File: src/rtl/result_display_driver_if.sv
// ALU result bus feeding the display driver.
// The ALU drives it through master; the display driver reads it through slave.
interface result_display_driver_if #(
   parameter int WIDTH = 32
);
   logic [WIDTH-1:0] output_num;
   logic             balanceBit;
   logic             equalityBit;

   modport master (
      output output_num,
      output balanceBit,
      output equalityBit
   );

   modport slave (
      input output_num,
      input balanceBit,
      input equalityBit
   );
endinterface

File: src/rtl/result_display_driver.sv
// ALU result to BCD (shift-and-add-3) and multiplexed active-low 7-seg display.
// Optional macro LEADING_ZERO_BLANK_EN blanks digits above the top non-zero one.
module result_display_driver #(
   parameter int WIDTH    = 32,
   parameter int DIGITS   = 10,
   parameter int SCAN_DIV = 50000
) (
   input  logic                  Clk,
   input  logic                  reset,
   result_display_driver_if.slave alu,
   output logic [6:0]            seg,
   output logic [DIGITS-1:0]     an,
   output logic                  led_balance,
   output logic                  led_equal,
   output logic [4*DIGITS-1:0]   bcd_out,
   output logic                  busy
);

   localparam int CNW = $clog2(WIDTH + 1);
   localparam int IW  = (DIGITS > 1) ? $clog2(DIGITS) : 1;
   localparam int SW  = (SCAN_DIV > 1) ? $clog2(SCAN_DIV) : 1;

   typedef enum logic [1:0] {
      IDLE,
      CONV,
      UPDATE
   } state_t;

   state_t              state;
   logic [WIDTH-1:0]    snap_num;
   logic                snap_bal;
   logic                snap_eq;
   logic [WIDTH-1:0]    shreg;
   logic [4*DIGITS-1:0] acc;
   logic [4*DIGITS-1:0] acc_adj;
   logic [CNW-1:0]      bit_cnt;
   logic                changed;

   always_comb begin
      changed = {alu.output_num, alu.balanceBit, alu.equalityBit}
                != {snap_num, snap_bal, snap_eq};
   end

   always_comb begin
      acc_adj = acc;
      for (int k = 0; k < DIGITS; k++) begin
         if (acc[4*k +: 4] >= 4'd5)
            acc_adj[4*k +: 4] = acc[4*k +: 4] + 4'd3;
      end
   end

   // bcd_out and LEDs move together, only in UPDATE
   always_ff @(posedge Clk) begin
      if (reset) begin
         state       <= IDLE;
         snap_num    <= '0;
         snap_bal    <= 1'b0;
         snap_eq     <= 1'b0;
         shreg       <= '0;
         acc         <= '0;
         bit_cnt     <= '0;
         bcd_out     <= '0;
         led_balance <= 1'b0;
         led_equal   <= 1'b0;
         busy        <= 1'b0;
      end else begin
         unique case (state)
            IDLE: begin
               if (changed) begin
                  snap_num <= alu.output_num;
                  snap_bal <= alu.balanceBit;
                  snap_eq  <= alu.equalityBit;
                  shreg    <= alu.output_num;
                  acc      <= '0;
                  bit_cnt  <= CNW'(WIDTH);
                  busy     <= 1'b1;
                  state    <= CONV;
               end
            end
            CONV: begin
               acc     <= {acc_adj[4*DIGITS-2:0], shreg[WIDTH-1]};
               shreg   <= shreg << 1;
               bit_cnt <= bit_cnt - 1'b1;
               if (bit_cnt == CNW'(1))
                  state <= UPDATE;
            end
            UPDATE: begin
               bcd_out     <= acc;
               led_balance <= snap_bal;
               led_equal   <= snap_eq;
               busy        <= 1'b0;
               state       <= IDLE;
            end
            default: state <= IDLE;
         endcase
      end
   end

   logic [SW-1:0]     scan_cnt;
   logic [IW-1:0]     idx;
   logic [3:0]        cur_dig;
   logic              cur_blank;
   logic [DIGITS-1:0] an_nxt;
   logic [DIGITS-1:0] blank;
   logic [6:0]        seg_nxt;

`ifdef LEADING_ZERO_BLANK_EN
   logic zero_above;

   always_comb begin
      blank      = '0;
      zero_above = 1'b1;
      for (int k = DIGITS - 1; k > 0; k--) begin
         zero_above = zero_above && (bcd_out[4*k +: 4] == 4'd0);
         blank[k]   = zero_above;
      end
   end
`else
   always_comb begin
      blank = '0;
   end
`endif

   always_comb begin
      cur_dig   = 4'd0;
      cur_blank = 1'b0;
      an_nxt    = '1;
      for (int k = 0; k < DIGITS; k++) begin
         if (idx == IW'(k)) begin
            cur_dig   = bcd_out[4*k +: 4];
            cur_blank = blank[k];
            an_nxt[k] = 1'b0;
         end
      end
   end

   always_comb begin
      seg_nxt = 7'b1111111;
      if (!cur_blank) begin
         case (cur_dig)
            4'd0:    seg_nxt = 7'b1000000;
            4'd1:    seg_nxt = 7'b1111001;
            4'd2:    seg_nxt = 7'b0100100;
            4'd3:    seg_nxt = 7'b0110000;
            4'd4:    seg_nxt = 7'b0011001;
            4'd5:    seg_nxt = 7'b0010010;
            4'd6:    seg_nxt = 7'b0000010;
            4'd7:    seg_nxt = 7'b1111000;
            4'd8:    seg_nxt = 7'b0000000;
            4'd9:    seg_nxt = 7'b0010000;
            default: seg_nxt = 7'b1111111;
         endcase
      end
   end

   always_ff @(posedge Clk) begin
      if (reset) begin
         scan_cnt <= '0;
         idx      <= '0;
         an       <= '1;
         seg      <= 7'h7F;
      end else begin
         an  <= an_nxt;
         seg <= seg_nxt;
         if (scan_cnt == SW'(SCAN_DIV - 1)) begin
            scan_cnt <= '0;
            idx      <= (idx == IW'(DIGITS - 1)) ? '0 : idx + 1'b1;
         end else begin
            scan_cnt <= scan_cnt + 1'b1;
         end
      end
   end

endmodule

File: src/flat_wrapper.sv
// flat-port wrapper written by rule: the top's interface ports become plain ports
module result_display_driver_flat 
#(
   parameter int WIDTH    = 32,
   parameter int DIGITS   = 10,
   parameter int SCAN_DIV = 50000
)
  (Clk, reset, seg, an, led_balance, led_equal, bcd_out, busy, alu_output_num, alu_balanceBit, alu_equalityBit);
  result_display_driver_if #(.WIDTH(WIDTH)) alu_i ();
  input  logic Clk;
  input  logic reset;
  output logic [6:0] seg;
  output logic [DIGITS-1:0] an;
  output logic led_balance;
  output logic led_equal;
  output logic [4*DIGITS-1:0] bcd_out;
  output logic busy;
  input wire logic [$bits(alu_i.output_num)-1:0] alu_output_num;
  input wire logic [$bits(alu_i.balanceBit)-1:0] alu_balanceBit;
  input wire logic [$bits(alu_i.equalityBit)-1:0] alu_equalityBit;
  assign alu_i.output_num = alu_output_num;
  assign alu_i.balanceBit = alu_balanceBit;
  assign alu_i.equalityBit = alu_equalityBit;
  result_display_driver #(.WIDTH(WIDTH), .DIGITS(DIGITS), .SCAN_DIV(SCAN_DIV)) u_core (.Clk(Clk), .reset(reset), .alu(alu_i), .seg(seg), .an(an), .led_balance(led_balance), .led_equal(led_equal), .bcd_out(bcd_out), .busy(busy));
endmodule
File: config.mk
export PLATFORM = sky130hd
export DESIGN_NAME = result_display_driver_flat
export DESIGN_NICKNAME = d
export VERILOG_FILES = /design/src/rtl/result_display_driver_if.sv /design/src/rtl/result_display_driver.sv /design/src/flat_wrapper.sv
export SDC_FILE = /design/constraint.sdc
export NUM_CORES = 1
export LEC_CHECK = 0
export BUFFER_PORTS_ARGS = -buffer_cell sky130_fd_sc_hd__clkbuf_2
export CAP_MARGIN = 20
export CORE_ASPECT_RATIO = 0.9
export CORE_MARGIN = 2
export CORE_UTILIZATION = 40
export DETAILED_ROUTE_END_ITERATION = 16
export GPL_TIMING_DRIVEN = 0
export HOLD_SLACK_MARGIN = 0.08
export RECOVER_POWER = 25
export SLEW_MARGIN = 0
export SYNTH_ARGS = -nofsm -noshare
export SYNTH_HDL_FRONTEND = slang
export SYNTH_SLANG_ARGS = --single-unit
File: constraint.sdc
create_clock -name Clk -period 2.2 [get_ports Clk]
set_input_delay 0.44 -clock Clk [delete_from_list [all_inputs] [get_ports Clk]]
set_output_delay 0.44 -clock Clk [all_outputs]
set_load 0.05 [all_outputs]
# Word-level counts from Yosys, hierarchy flattened
# Memory sizes are Yosys's and may differ from the RTL's. A register that Yosys moved wholly into a read port is not among the register bits.
# Cells that the tools add are included.
[totals]
register_bits = 187
rom_bits = 112
inputBits = 36
output_inout_bits = 60
word_cells = 105
memories = 1
[mem_list]
columns = ["memory", "depth", "width", "rd", "rd_ports_with_merged_regs", "write_ports", "line", "rtl"]
rows = [
  ["(name not given)", 16, 7, 1, 1, 0, "result_display_driver.sv:140", "case (cur_dig)"],
]
[op_classes]
add_sub_neg = 13
order_cmp = 10
n_eq_ne = 16
n_mux = 42
reduce_logical = 9
[ops]
columns = ["op", "count"]
rows = [
  ["$mux W4", 20],
  ["$pmux W40 S2", 1],
  ["$pmux W32 S2", 1],
  ["$ge A4 B3 Y1 const B", 10],
  ["$mux W40", 1],
  ["$add A4 B2 Y4 const B", 9],
  ["$ne A34 B34 Y1", 1],
  ["$mux W32", 1],
  ["$add A16 B1 Y16 const B", 1],
  ["$eq A16 B16 Y1 const B", 1],
  ["$eq A4 B3 Y1 const B", 4],
  ["$pmux W6 S2", 1],
  ["$mux W1", 11],
  ["$eq A4 B2 Y1 const B", 2],
  ["$eq A4 B4 Y1 const B", 2],
  ["$reduce_and A2 Y1", 4],
  ["$eq A6 B1 Y1 const B", 1],
  ["$mux W6", 1],
  ["$sub A6 B1 Y6 const B", 1],
  ["$add A4 B1 Y4 const B", 1],
  ["$eq A4 B1 Y1 const B", 1],
  ["$logic_not A4 Y1", 1],
  ["$mux W2", 2],
  ["$ne A2 B1 Y1 const B", 2],
  ["other kinds (9)", 10],
]

# Longest topological paths before layout
# Gate-level depths: netlist (run 1).
[logic_depth]
word_depth = 11
mapped_depth = 12
mapped_depth_nobuf = 9

# Worst setup path after synthesis (run 1)
# OpenSTA, ideal clock, no wires.
[synth_timing]
kind = "reg2reg"
startpoint = "register u_core.bcd_out[0]"
endpoint = "register u_core.seg[5]"
setup_time_ps = 114
arrival_ps = 2309
required_time_ps = 2086
path_slack_ps = -223
stages_incl_launch_ff = 9
path_buffers = 0
synth_period_minus_slack_ps = 2423
cell_sequence = "dfxtp_1 -> nor2b_1 -> a211o_1 -> a221o_1 -> a2bb2oi_1 -> inv_1 -> ha_1 -> or3_1 -> a21o_1"
[synth_via]
elab_chain_cells = 10
[synth_rtl]
columns = ["item", "line", "rtl"]
rows = [
  ["start, declared", "result_display_driver.sv:15", "output logic [4*DIGITS-1:0] bcd_out,"],
  ["start signal, assigned", "result_display_driver.sv:62", "bcd_out <= '0;"],
  ["start signal, assigned", "result_display_driver.sv:88", "bcd_out <= acc;"],
  ["$mux W4 (10 in series)", "result_display_driver.sv:129", "if (idx == IW'(k)) begin"],
  ["end, declared", "result_display_driver.sv:11", "output logic [6:0] seg,"],
]
# No other way between the ends.
# A chain may end at the register's enable or synchronous reset.

# Worst setup path after layout (run 1)
[layout_timing]
startpoint = "register u_core.idx[0]"
endpoint = "register u_core.seg[3]"
[layout_via]
elab_chain_cells = 11
word_cells_on_any_way = 20
cone_classes = "eq/ne: 9; mux: 10; reduce/logical: 1"
[layout_rtl]
columns = ["item", "line", "rtl"]
rows = [
  ["start, declared", "result_display_driver.sv:100", "logic [IW-1:0] idx;"],
  ["start signal, assigned", "result_display_driver.sv:167", "idx <= (idx == IW'(DIGITS - 1)) ? '0 : idx + 1'b1;"],
  ["$logic_not A4 Y1", "result_display_driver.sv:129", ""],
  ["$mux W4 (9 in series)", "result_display_driver.sv:129", ""],
  ["$mux W4 (*)", "result_display_driver.sv:129", ""],
]
# Mark *: on every way between the ends. The rest lies on a longest branch, timed or not.

==> results of run 1 <==
-- flip-flops by register name (all words and copies together) (netlist names), 2 cells and up --
signal           flops
u_core.state         2
u_core.idx           4
u_core.an           10
u_core.snap_num     32
u_core.bcd_out      40
u_core.seg           7
u_core.bit_cnt       6
u_core.acc          40
u_core.shreg        32
u_core.scan_cnt     16
-- stage by stage --
step           utilization [%]  cell area [um2]  power [mW]  setup slack, ns
6_report                  50.0            10700        7.68           -0.157
5_1_grt                   50.0            10700        7.98           -0.222
4_1_cts                   48.5            10400        7.70          -0.0888
3_5_place_dp              44.4             9520        4.54           -0.508
3_3_place_gp              44.4             9520        4.53           -0.475
2_1_floorplan                -             8680        4.30         -0.00728
-- placed cells by master, fill, tap and decap left out, types with 3 or more instances in the layout --
cell type	n
sky130_fd_sc_hd__a21o_1	3
sky130_fd_sc_hd__a21oi_1	87
sky130_fd_sc_hd__a222oi_1	31
sky130_fd_sc_hd__a31oi_1	10
sky130_fd_sc_hd__a32o_1	10
sky130_fd_sc_hd__and3_1	3
sky130_fd_sc_hd__buf_12	6
sky130_fd_sc_hd__buf_2	3
sky130_fd_sc_hd__buf_4	23
sky130_fd_sc_hd__buf_6	11
sky130_fd_sc_hd__buf_8	6
sky130_fd_sc_hd__clkbuf_1	69
sky130_fd_sc_hd__clkbuf_16	18
sky130_fd_sc_hd__clkbuf_2	65
sky130_fd_sc_hd__clkinvlp_4	4
sky130_fd_sc_hd__dfxtp_1	188
sky130_fd_sc_hd__dfxtp_2	5
sky130_fd_sc_hd__ha_1	23
sky130_fd_sc_hd__inv_1	25
sky130_fd_sc_hd__inv_6	4
sky130_fd_sc_hd__inv_8	3
sky130_fd_sc_hd__mux2i_1	38
sky130_fd_sc_hd__nand2_1	145
sky130_fd_sc_hd__nand2b_1	17
sky130_fd_sc_hd__nand3_1	34
sky130_fd_sc_hd__nor2_1	122
sky130_fd_sc_hd__nor2_2	4
sky130_fd_sc_hd__nor2b_1	3
sky130_fd_sc_hd__nor3_1	15
sky130_fd_sc_hd__nor3b_1	3
sky130_fd_sc_hd__nor4_1	5
sky130_fd_sc_hd__nor4_2	3
sky130_fd_sc_hd__o21ai_0	26
sky130_fd_sc_hd__o21ai_1	6
sky130_fd_sc_hd__o31ai_1	11
sky130_fd_sc_hd__or3_1	3
sky130_fd_sc_hd__or3b_4	3
sky130_fd_sc_hd__xnor2_1	18
sky130_fd_sc_hd__xor2_1	51
-- per-layer routing --
layer | GRT usage, % | vias to the layer above | wire, um
met5 | 0 | - | 0
li1 | - | 3780 | -
met2 | 32.4 | 183 | 10700
met4 | 3.54 | 0 | 233
met1 | 28.6 | 3659 | 11700
met3 | 5.14 | 29 | 1300
-- worst max-delay path: stages, from the launching register on --
cell and delay [ns]:
sky130_fd_sc_hd__dfxtp_1 0.48, sky130_fd_sc_hd__buf_8 0.15, sky130_fd_sc_hd__buf_4 0.14, sky130_fd_sc_hd__mux4_2 0.55, sky130_fd_sc_hd__a22oi_2 0.17, sky130_fd_sc_hd__o21ai_2 0.17
sky130_fd_sc_hd__inv_1 0.15, sky130_fd_sc_hd__nor2_1 0.07, sky130_fd_sc_hd__a2111o_1 0.38
-- logic make-up (layout without fill, tap and decap cells) --
group | after synthesis | count (layout) | synth area share (%)
AOI/OAI and AO/OA | 206 | 206 | 15.7
xor gates and xnor gates | 69 | 69 | 6.98
adders and majority gates | 24 | 24 | 3.47
buffers and inverters | 94 | 247 | 4.65
DFF | 194 | 194 | 44.8
muxes | 43 | 43 | 5.29
and+or+nand+nor | 378 | 378 | 19.1
-- timing repair --
action                                  CTS  global route
gates cloned                              0             2
endpoints found under the setup margin  116           130
gates resized for setup                  50            71
hold buffers                              0             0
pin swaps                                40            31
buffers inserted                         12            13
-- area by class of cell --
class,instances,area [um2]
flip-flops and latches,194,3890
multi-input cells,720,4620
inverters,27,105
well taps,291,364
fillers,2058,10700
plain buffers,65,444
clock buffers,17,425
clock inverters,15,168
repair buffers,123,709
-- power by group --
part	internal [mW]	switching [mW]	total, mW
clock	1.62	1.53	3.14
combinational	0.317	0.494	0.812
sequential	3.64	0.0846	3.72
total	5.57	2.10	7.68
-- how the worst min path moves through the flow --
stage / from / cells after the start / end
global route: alu_equalityBit / 3 / u_core.snap_eq
detailed placement: u_core.scan_cnt[0] / 1 / u_core.scan_cnt[0]
floorplan: u_core.scan_cnt[0] / 1 / u_core.scan_cnt[0]
finish: alu_equalityBit / 3 / u_core.snap_eq
CTS: alu_equalityBit / 3 / u_core.snap_eq
global placement: u_core.scan_cnt[0] / 1 / u_core.scan_cnt[0]
==> impl_metrics.yaml, run 1 <==
flow_run:
  timing.max_cap.violations: 0
placed_design:
  routabilityCongestion: 0.850
  port_buffers: 95
  hpwlAfterDp_mm: 16.8
  placed_insts: 1394
yosys:
  syn-cell-area_um2: 8660
  ys_seq_area_share_pct: 44.8
  synth.most_common_cell: "sky130_fd_sc_hd__dfxtp_1"
  synth_area_leaders: "sky130_fd_sc_hd__dfxtp_1, sky130_fd_sc_hd__nand2_1, sky130_fd_sc_hd__nor2_1, sky130_fd_sc_hd__xor2_1, sky130_fd_sc_hd__a21oi_1"
  postSynthCellCount: 1008
  synthArstFlopShare_pct: 0
  synthesis.nets: 1068
  synthDominantAreaCellType: "sky130_fd_sc_hd__dfxtp_1"
  synth_cell_types: 58
  post_synth_top_area_share_pct: 44.8
  number_of_synthesized_flops_with_an_enable_pin: 0
  ys.warnings.count: 0
  syn_area_per_cell_um2: 8.59
  yosys_register_bits: 194
  ys_top_cells_by_count: "sky130_fd_sc_hd__dfxtp_1, sky130_fd_sc_hd__nand2_1, sky130_fd_sc_hd__nor2_1"
  ys.flop_type: "sky130_fd_sc_hd__dfxtp_1"
critical_path:
  arrival_ns: 2.69
  r2r.worst_path.cells: 8
  worst_setup_path_startpoint: "u_core.idx[0]"
  crit_fanout: 8
  critical_path.reg2reg.endpoint: "u_core.seg[3]"
  setup.worst_path.start_class: "flip-flop"
  cp-end-kind: "flip-flop"
  worstSetupEndpoint: "u_core.seg[3]"
  rrSetupSlack_ns: -0.16
  crit_required_ns: 2.53
  rr_startpoint: "u_core.idx[0]"
  worst-setup-path-type: "reg -> reg"
power:
  ir_worst_vdd_v: 0.000493
  power.static_leakage_nw: 4.18
  power_dens_cells_nw_per_um2: 716
drt:
  average_wire_per_cell_in_the_routed_design_um: 16.4
  via_per_instance_ratio: 5.27
  ant_nets: 0
  routed_wl_mm: 23.9
  initialDrtViolationCount: 696
  remaining_drc_errors: 0
  routed-via-count: 7651
  drt-pass1-iter-count: 6
sta:
  timing.setup.tns_ns: -1.17
  maximum_operating_frequency_mhz: 424
  worst_hold_slack_ns: 0.278
  worst_margin_slew_ns: 0.797
  final-setup-viol-count: 34
  rsz_0062_raised_after_global_routing: "true"
  timing.clock.skew_ns: 0.0137
  layout_worst_path_cycle_share_pct: 107
  finalCriticalPeriod_ns: 2.36
  maxSlewHeadroom_pct: 46.8
  report.final.slew_viol_count: 0
  finalHoldViolations: 0
  layout_setup_ws_ns: -0.157
cts:
  cts_buffers: 17
  cts_root_buf: "sky130_fd_sc_hd__clkbuf_16"
  htree_num_levels: 4
  tritoncts_clock_tree: "built"
  numClockSinks: 194
  clkLatencyLatePin_ns: 0.44
  cts_max_path_buffers: 2
  clk_transition_reported_paths_ns: 0.08
min_path:
  worst_hold_path_type: "in -> reg"
floorplanning:
  die_x_um: 159
  start_util_pct: 40.4
  fp_rows: 51
  die_y_um: 144
  die_area_um2: 22900
  floorplan.io_pins: 96
  fp.coreArea_um2: 21400
global_route:
  global_route_wire_length_before_repair_mm: 36.9
  grtUsageTotal_pct: 20.4
  grt_start_max_net_pins: 20
  grt_pass1_vias: 6822
  grt_antenna_before_repair: 0
  globalRouteOverflowTotal: 0
layout:
  layout.cells.non_filler: 1452
  total_number_of_nets_in_the_final_design: 1208
  fraction_of_layout_instances_using_a_drive_strength_above_1_pct: 17.1
  flow.area_growth_from_synthesis_pct: 23.8
  antenna-diode-count: 0
outcome:
  violations: "setup timing"
  status: "complete, but fails checks"
Note: power is estimated with default switching activity, not from simulation.
==> run 2, diff against run 1 <==
CORE_UTILIZATION = 53   (was 40)
PLACE_DENSITY = 0.73   (was default)
clock period = 2.8 ns   (was 2.2 ns; I/O delays follow)
==> run 2 against run 1 <==
  * The flow now finishes without violations
  * Cell count is 7.6% lower
  * Fmax down 11%
  * Count of clock-buffer cells in the layout grew 3
  * Sequential power shrank 21%
  * Via count fell by 2.0%
  * Sequential cell count unchanged
  * Critical path type unchanged
  * Highest routed layer unchanged
==> impl_metrics.yaml, run 2 (synthesis results as in run 1) <==
sta:
  rsz_0062_raised_after_global_routing: "false"
  final-setup-viol-count: 0
  timing.clock.skew_ns: 0.0130
  layout_worst_path_cycle_share_pct: 94.1
  finalCriticalPeriod_ns: 2.63
  worst_margin_slew_ns: 1.08
  report.final.slew_viol_count: 0
  maximum_operating_frequency_mhz: 380
  finalHoldViolations: 0
  maxSlewHeadroom_pct: 27.6
outcome:
  status: "completed"
critical_path:
  slowest_library_cell_on_the_worst_path: "sky130_fd_sc_hd__dfxtp_1"
  crit_buf_inv: 4
  rrSetupSlack_ns: 0.17
  worst-setup-path-type: "reg -> reg"
  timing.critical_path.max_delay_family: "buffers and inverters"
  rr_startpoint: "u_core.idx[0]"
  crit_required_ns: 3.12
  arrival_ns: 2.96
  crit_path_cell_trace: "buf_4 > buf_2 > buf_6 > mux2i_1 > a2bb2oi_2 > inv_1 > ha_1 > or3_1 > a21o_1"
  crit_fanout: 10
  cp-end-kind: "flip-flop"
  setup.worst_path.start_class: "flip-flop"
  critical_path.reg2reg.endpoint: "u_core.seg[5]"
  r2r.worst_path.cells: 9
  max_stage_delay_ns: 0.42
floorplanning:
  die_area_um2: 17400
  fp_rows: 44
  start_util_pct: 53.9
  die_y_um: 125
  fp.coreArea_um2: 16100
  die_x_um: 139
  floorplan.io_pins: 96
cts:
  clkLatencyLatePin_ns: 0.44
  tritoncts_clock_tree: "built"
  htree_num_levels: 4
  numClockSinks: 194
  post_cts_repair_setup_buffers: 0
  cts_buffers: 17
  cts_root_buf: "sky130_fd_sc_hd__clkbuf_16"
  clk_transition_reported_paths_ns: 0.07
  cts_max_path_buffers: 2
layout:
  flow.area_growth_from_synthesis_pct: 14.3
  final_design_area_no_fill_um2: 9900
  total_number_of_nets_in_the_final_design: 1182
  antenna-diode-count: 0
  layout_common_cells: "sky130_fd_sc_hd__dfxtp_1, sky130_fd_sc_hd__nand2_1, sky130_fd_sc_hd__nor2_1"
  layout.cells.non_filler: 1342
  fraction_of_layout_instances_using_a_drive_strength_above_1_pct: 8.99
  most_common_library_cell_in_the_layout_ignoring_fill_and_taps: "sky130_fd_sc_hd__dfxtp_1"
  reg_top3: "u_core.acc (40), u_core.bcd_out (40)"
global_route:
  globalRouteOverflowTotal: 0
  grtUsageTotal_pct: 25.5
  grt_pass1_vias: 7000
  global_route_wire_length_before_repair_mm: 35.8
  grt_start_max_net_pins: 18
  grt_antenna_before_repair: 0
drt:
  maxUsedRoutingLayer: "met4"
  initialDrtViolationCount: 718
  route.layer.met1.wl_mm: 10.6
  drt-pass1-iter-count: 7
  routed_wl_mm: 22.2
  met3_length_mm: 1.23
  via_per_instance_ratio: 5.59
  ant_nets: 0
  remaining_drc_errors: 0
  routed-via-count: 7501
  routed-wl-met2_mm: 10.0
  average_wire_per_cell_in_the_routed_design_um: 16.5
min_path:
  hold-path-endpoint: "u_core.snap_eq"
  timing.hold.worst_path_depth: 3
  worst_hold_startpoint: "alu_equalityBit"
  worst_hold_path_type: "in -> reg"
placed_design:
  placed_insts: 1310
  port_buffers: 95
  routabilityCongestion: 0.913
  placedInstanceArea_um2: 9400
  hpwlAfterDp_mm: 15.7
power:
  power.static_leakage_nw: 3.77
  power_dens_cells_nw_per_um2: 590
  ir_worst_vdd_v: 0.000420
flow_run:
  timing.max_cap.violations: 0
run 2: changes by cell type in the layout (fill, tap and decap cells not counted), sizes merged:
cell	previous run	this run
buf	51	21
inv	33	32
clkinv	4	1
bufinv	1	0
clkbuf	154	161
clkinvlp	4	6
run 2: metrics by stage:
step / setup slack [ns] / setup TNS [ns] / hold WS [ns] / util, % / power, mW
detailed placement: -0.116 / -2.20 / 0.431 / 58.5 / 3.56
CTS: 0.102 / 0 / 0.388 / 62.0 / 5.87
finish: 0.166 / 0 / 0.397 / 61.6 / 5.84
global route: 0.00125 / 0 / 0.410 / 61.6 / 6.07
global placement: -0.0761 / -1.04 / 0.426 / 58.5 / 3.55
floorplan: 0.377 / 0 / 0.413 / - / 3.37
run 2: how the worst max path moves through the flow:
stage	startpoint	end	slack (ns)	cells past startpoint
after CTS	u_core.idx[0]	u_core.seg[5]	0.10	9
after detailed placement	alu_output_num[29]	u_core.acc[22]	-0.12	9
after global routing	u_core.idx[0]	u_core.seg[5]	0.001	9
after floorplan	u_core.bcd_out[0]	u_core.seg[5]	0.38	8
final	u_core.idx[0]	u_core.seg[5]	0.17	9
after global placement	alu_output_num[29]	u_core.acc[5]	-0.08	9
run 2: tightest hold or removal path: cells and delay by family:
| kind | cells | cell delay [ns] |
|---|---|---|
| muxes | 1 | 0.06 |
| buffers and inverters | 1 | 0.10 |
| and+or+nand+nor | 1 | 0.07 |
run 2: area by class of cell:
type,count,area [um2]
plain buffers,67,303
clock buffers,20,467
clock inverters,12,98.8
fillers,1476,6170
inverters,27,101
multi-input cells,720,4390
flip-flops and latches,194,3880
well taps,207,259
repair buffers,95,402
run 2: power breakdown:
| group | internal (mW) | leakage, nW | switching [mW] | total (mW) |
|---|---|---|---|---|
| Clock | 1.23 | 0.262 | 1.11 | 2.33 |
| Sequential | 2.86 | 1.58 | 0.0657 | 2.93 |
| Combinational | 0.206 | 1.93 | 0.376 | 0.582 |
| Total | 4.29 | 3.77 | 1.55 | 5.84 |
run 2: repair_timing:
item	4_1_cts	5_1_grt
gates resized for setup	0	4
hold endpoints to repair	0	0
setup endpoints to repair	0	8
hold buffers	0	0
run 2: per-layer routing:
metal,up-vias,GRT usage [%]
li1,3722,-
met1,3535,36.4
met2,224,40.1
met3,20,4.67
met4,0,6.71
met5,-,0
